File: config.mk
export PLATFORM = sky130hd
export DESIGN_NAME = t_ff_counter
export DESIGN_NICKNAME = d
export VERILOG_FILES = /design/src/rtl/t_ff_pkg.sv /design/src/rtl/t_ff_cell.sv /design/src/rtl/t_ff_counter.sv
export SDC_FILE = /design/constraint.sdc
export NUM_CORES = 1
export LEC_CHECK = 0
export CORE_UTILIZATION = 42
export DETAILED_ROUTE_END_ITERATION = 12
export PLACE_DENSITY = 0.88
export SYNTH_ARGS = -nofsm -noshare
export SYNTH_HDL_FRONTEND = slang
export SYNTH_SLANG_ARGS = --single-unit
File: constraint.sdc
create_clock -name clk -period 2.16 [get_ports clk]
set_input_delay 0.54 -clock clk [delete_from_list [all_inputs] [get_ports clk]]
set_output_delay 0.54 -clock clk [all_outputs]
set_load 0.02 [all_outputs]
File: src/rtl/t_ff_pkg.sv
// -----------------------------------------------------------------------------
// t_ff_pkg
// Shared definitions for the T flip-flop counter family.
//   - DIR_UP / DIR_DOWN : encodings of the 'up' direction input.
//   - word_t            : widest supported counter word (32 bits). Callers
//                         zero-extend their WIDTH-bit values into it and keep
//                         the low WIDTH bits of the result.
//   - clamp_val()       : min(d, max_val), the value a parallel load settles to.
//   - toggle_vec()      : T vector for one enabled count step from Q, direction
//                         and modulus, including the boundary (wrap or hold).
// -----------------------------------------------------------------------------
package t_ff_pkg;

   localparam logic DIR_UP   = 1'b1;
   localparam logic DIR_DOWN = 1'b0;

   localparam int unsigned MAX_W = 32;

   typedef logic [MAX_W-1:0] word_t;

   // Parallel-load target: anything above the modulus is pinned to MAX_VAL.
   function automatic word_t clamp_val(input word_t d, input word_t max_val);
      word_t r;
      if (d > max_val) begin
         r = max_val;
      end else begin
         r = d;
      end
      return r;
   endfunction

   // Toggle vector for an enabled count step.
   // Away from the boundary this is the classic ripple rule: bit i toggles when
   // all lower bits are 1 (up) or all lower bits are 0 (down). At the boundary
   // the vector either jumps to the opposite end (T = Q or T = MAX_VAL) or,
   // when saturating, is zero so the counter holds.
   // Out-of-range Q (> max_val) is not special-cased: it simply keeps rippling,
   // which rolls over naturally going up and re-enters the range going down.
   function automatic word_t toggle_vec(input word_t q,
                                        input logic  up,
                                        input word_t max_val,
                                        input logic  sat);
      word_t t;
      logic  run;
      t   = '0;
      run = 1'b1;
      if (up == DIR_UP) begin
         if (q == max_val) begin
            if (sat) begin
               t = '0;
            end else begin
               t = q;
            end
         end else begin
            for (int i = 0; i < MAX_W; i++) begin
               t[i] = run;
               run  = run & q[i];
            end
         end
      end else begin
         if (q == '0) begin
            if (sat) begin
               t = '0;
            end else begin
               t = max_val;
            end
         end else begin
            for (int i = 0; i < MAX_W; i++) begin
               t[i] = run;
               run  = run & ~q[i];
            end
         end
      end
      return t;
   endfunction

endpackage

File: src/rtl/t_ff_cell.sv
// -----------------------------------------------------------------------------
// t_ff_cell
// Single T flip-flop: Q toggles on each rising clk edge where T is 1.
// Storage only; all toggle decisions are made by the enclosing counter.
// Ports:
//   clk   in  rising-edge clock
//   rst   in  asynchronous active-high reset, forces Q=0
//   T     in  toggle enable
//   Q     out stored bit
//   Q_not out complement of Q
// -----------------------------------------------------------------------------
module t_ff_cell (
   input  logic clk,
   input  logic rst,
   input  logic T,
   output logic Q,
   output logic Q_not
);

   logic q_q;

   // Storage bit: next state is always Q XOR T.
   always_ff @(posedge clk or posedge rst) begin
      if (rst) begin
         q_q <= 1'b0;
      end else begin
         q_q <= q_q ^ T;
      end
   end

   assign Q     = q_q;
   assign Q_not = ~q_q;

endmodule

File: src/rtl/t_ff_counter.sv
// -----------------------------------------------------------------------------
// t_ff_counter
// Up/down modulo counter (0..MAX_VAL) built from WIDTH T flip-flop cells.
// The top computes the toggle vector; the cells only store bits.
//
// Parameters:
//   WIDTH   counter width, 1..32
//   MAX_VAL highest count value, 1..2**WIDTH-1
//
// Ports:
//   clk   in   rising-edge clock
//   rst   in   asynchronous active-high reset (Q=0, wrap=0)
//   en    in   count enable
//   up    in   direction, 1 = increment, 0 = decrement
//   load  in   synchronous parallel load (highest priority)
//   d     in   load value, clamped to MAX_VAL
//   Q     out  registered count
//   Q_not out  ~Q
//   tc    out  terminal count, combinational: en & (up ? Q==MAX_VAL : Q==0)
//   wrap  out  registered pulse, high the cycle after a wrap event
//
// Build option:
//   T_CNT_SAT_EN  when defined the counter saturates at the boundary instead
//                 of wrapping, and wrap stays 0.
// -----------------------------------------------------------------------------
module t_ff_counter
   import t_ff_pkg::*;
#(
   parameter int               WIDTH   = 8,
   parameter logic [WIDTH-1:0] MAX_VAL = {WIDTH{1'b1}}
) (
   input  logic             clk,
   input  logic             rst,
   input  logic             en,
   input  logic             up,
   input  logic             load,
   input  logic [WIDTH-1:0] d,
   output logic [WIDTH-1:0] Q,
   output logic [WIDTH-1:0] Q_not,
   output logic             tc,
   output logic             wrap
);

`ifdef T_CNT_SAT_EN
   localparam logic SAT_MODE = 1'b1;
`else
   localparam logic SAT_MODE = 1'b0;
`endif

   localparam word_t MAX_EXT = word_t'(MAX_VAL);

   logic [WIDTH-1:0] q_s;
   logic [WIDTH-1:0] q_not_s;
   logic [WIDTH-1:0] t_d;
   word_t            q_ext_s;
   word_t            clamp_full_s;
   word_t            tog_full_s;
   logic             at_top_s;
   logic             at_bot_s;
   logic             wrap_d;
   logic             wrap_q;
   logic             unused_hi_s;

   assign q_ext_s      = word_t'(q_s);
   assign clamp_full_s = clamp_val(word_t'(d), MAX_EXT);
   assign tog_full_s   = toggle_vec(q_ext_s, up, MAX_EXT, SAT_MODE);
   // Only the low WIDTH bits of the 32-bit helper results are meaningful.
   assign unused_hi_s  = ^{clamp_full_s, tog_full_s};

   assign at_top_s = (q_s == MAX_VAL);
   assign at_bot_s = (q_s == {WIDTH{1'b0}});

   // Toggle vector: load > count > hold. A load toggles exactly the bits
   // where Q differs from the clamped load value.
   always_comb begin
      t_d = {WIDTH{1'b0}};
      if (load) begin
         t_d = q_s ^ clamp_full_s[WIDTH-1:0];
      end else if (en) begin
         t_d = tog_full_s[WIDTH-1:0];
      end else begin
         t_d = {WIDTH{1'b0}};
      end
   end

   // Wrap event detection for the next-cycle pulse; never fires when saturating.
   always_comb begin
      wrap_d = 1'b0;
      if (load) begin
         wrap_d = 1'b0;
      end else if (en) begin
         if (up == DIR_UP) begin
            wrap_d = at_top_s & ~SAT_MODE;
         end else begin
            wrap_d = at_bot_s & ~SAT_MODE;
         end
      end else begin
         wrap_d = 1'b0;
      end
   end

   // Wrap pulse register.
   always_ff @(posedge clk or posedge rst) begin
      if (rst) begin
         wrap_q <= 1'b0;
      end else begin
         wrap_q <= wrap_d;
      end
   end

   for (genvar i = 0; i < WIDTH; i++) begin : g_cell
      t_ff_cell u_cell (
         .clk   (clk),
         .rst   (rst),
         .T     (t_d[i]),
         .Q     (q_s[i]),
         .Q_not (q_not_s[i])
      );
   end

   assign Q     = q_s;
   assign Q_not = q_not_s;
   assign tc    = en & ((up == DIR_UP) ? at_top_s : at_bot_s);
   assign wrap  = wrap_q;

endmodule
==> results.toml <==
[timing]
fmax_mhz = 471
report.final.slew_viol_count = 0
fin_crit_ns = 2.13
max_slew.worst_pin.slew_ns = 0.398
skew_ns = 0.00430
maxSlewHeadroom_pct = 73.2
hold_violations = 0
period_share_pct = 98.4
setup_ws_ns = 0.0348
setup_viol = 0
grt_setup_unrepaired = "true"

[clock_network]
insertion_delay_ns = 0.25
cts_tree = "done"
clk_path_buf_depth = 2
cts.htree.levels = 1
clk_pin_slew_ns = 0.06
cts_buffers = 3
cts_num_sinks = 9
clk_root_buffer_cell = "clkbuf_4"

[global_route]
grt_max_degree = 18
grt_use_total_pct = 23.0
grt_pass1_wl_um = 3280
grt_pass1_vias = 727
grt_antenna_before_repair = 0
grt-ovfl-total = 0

[logic_synthesis]
synthesis.area_sq_um = 769
syn_nets = 106
synth_top_cell_by_area = "dfrtp_1"
synth_warnings = 0
avgSynthCellArea_sq_um = 8.27
yosysUniqueCellTypes = 30
syn_inst = 93
yosysTopAreaCellShare_pct = 29.3
ys_seq_elements = 9
synth-seq-area-share_pct = 29.3
synthTopCellsByArea = "dfrtp_1, buf_4, xnor2_1"

[drt]
route.antenna.remaining_nets = 0
drc = 0
firstDrtPassIters = 4
vias = 724
viasPerCell = 4.93
drt_iter0_drc = 16
wirelength_um = 1840
wire_per_inst_um = 12.5

[power_and_ir_drop]
power.density_nw_per_um2 = 596
leakagePower_uw = 0.000484
ir_worst_vdd_mv = 0.316

[finish]
areaGrowthSynthToFinish_pct = 42.9
finalCoreUtilization_pct = 63.7
drive_above_1_share_pct = 23.8
n_fill_cell = 145
multi_input_area_sq_um = 367
nNetsFinal = 136
diodes = 0
layout_commonest_cell = "clkdlybuf4s50_1"
final_cell_mix = "clkdlybuf4s50_1, buf_4, nand2_1, inv_1, dfrtp_1"
seqCellArea_sq_um = 225

[floorplan]
fp-row-count = 15
die_area_sq_um = 2010
die_x_um = 44.8
initial_core_util_pct = 44.6
die_h_um = 44.8
io-pin-count = 31
coreArea_sq_um = 1730

[setup_path]
cp.arrival_ns = 1.59
timing.reg2reg.setup_slack_ns = 0.25
r2r_cells = 5
r2r_end = "g_cell[7].u_cell.Q"
crit_family = "simple AND/OR/NAND/NOR gates"
path_class = "reg -> out"
critPathLaunchType = "register"
critical_path_required_ns = 1.62
path_max_fanout = 2
critPathMaxStageDelay_ns = 0.54
crit_chain = "or4_4 -> nor3_2 -> o21a_1 -> buf_6"
setup.worst_path.start = "g_cell[2].u_cell.Q"
cp_slowest_cell = "or4_4"
worstReg2RegStart = "g_cell[2].u_cell.Q"
endpoint_kind = "output port"
critPathBufInv = 1

[placement]
globalplace.congestion = 0.832
port_buffers = 30
hpwl_um = 1430
dpl_worst_slack_ns = -0.738

[run_status]
outcome = "complete, no violations"

[hold_path]
hold_class = "in -> async"

[run]
cap_violations = 0
per-stage QoR:
| step | area, sq um | TNS [ns] | hold WS (ns) | std cells | total power (uW) |
|---|---|---|---|---|---|
| after CTS | 1090 | -0.000723 | 0.545 | 146 | 653 |
| after global placement | 1050 | -0.977 | 0.677 | 141 | 516 |
| after floorplan | 769 | 0 | 0.368 | 93 | 423 |
| after detailed placement | 1050 | -1.17 | 0.706 | 141 | 526 |
| final | 1100 | 0 | 0.539 | 147 | 656 |
| after global routing | 1100 | -0.0257 | 0.573 | 147 | 700 |
worst max-delay path by stage:
stage | endpoint | cells after the start
after floorplan | tc | 5
after global placement | tc | 5
after detailed placement | tc | 5
after CTS | tc | 4
after global routing | tc | 4
final | tc | 4
synthesized netlist by cell type:
cell type  number
nor3b_1         1
nand3_1         3
o211a_1         1
nand4_1         2
mux2i_1         2
buf_4          16
or3_1           2
nor3_1          4
clkbuf_1        3
or4b_2          1
inv_1           9
or4_4           1
nand2_1         9
xnor2_1         6
nand2b_1        1
a211o_1         1
and3_2          1
o21a_1          1
buf_6           2
o21ai_0         6
nor4_4          1
dfrtp_1         9
nor4_1          1
o311ai_0        1
a21boi_1        1
mux2_2          1
or2_2           1
o22ai_1         2
nor2_1          3
nor2b_1         1
power breakdown:
group / internal, uW / total [uW] / switching (uW)
Combinational: 167 / 334 / 166
Sequential: 189 / 200 / 11.1
Clock: 70.7 / 123 / 51.9
layer usage:
layer / up-vias / track usage [%] / wire, um
li1: 353 / - / -
met1: 339 / 28.6 / 729
met2: 26 / 38.2 / 951
met3: 6 / 2.40 / 111
met4: 0 / 14.5 / 48
met5: - / 0 / 0
what timing repair did:
item | in CTS | in global routing
setup buffers | 1 | 1
pin swaps | 4 | 1
hold buffers | 0 | 0
endpoints found under the setup margin | 2 | 1
resized for setup | 12 | 0
flip-flops by register name, indices dropped and copies added (netlist names):
register,flops
wrap,1
g_cell.u_cell.Q,8
worst reg2reg max path: cells and delay by family (launching register included):
| family | cells | cell delay [ns] |
|---|---|---|
| AND/OR/NAND/NOR | 4 | 1.22 |
| flip-flops | 1 | 0.38 |
| buffers and inverters | 1 | 0.17 |
kinds of logic after synthesis:
logic type | share of synthesized area [%]
xor gates and xnor gates | 6.83
muxes | 4.07
AOI/OAI and AO/OA | 11.1
DFF | 29.3
buffers and inverters | 24.4
and+or+nand+nor | 24.4
cell type report:
class | count | share of cell area [%]
sequential | 9 | 20.5
multi-input combinational | 54 | 33.3
clock buffer | 4 | 2.39
timing repair buffer | 46 | 37.9
tap | 25 | 2.84
inverter | 9 | 3.07
Power figures use the tool's default switching activity.
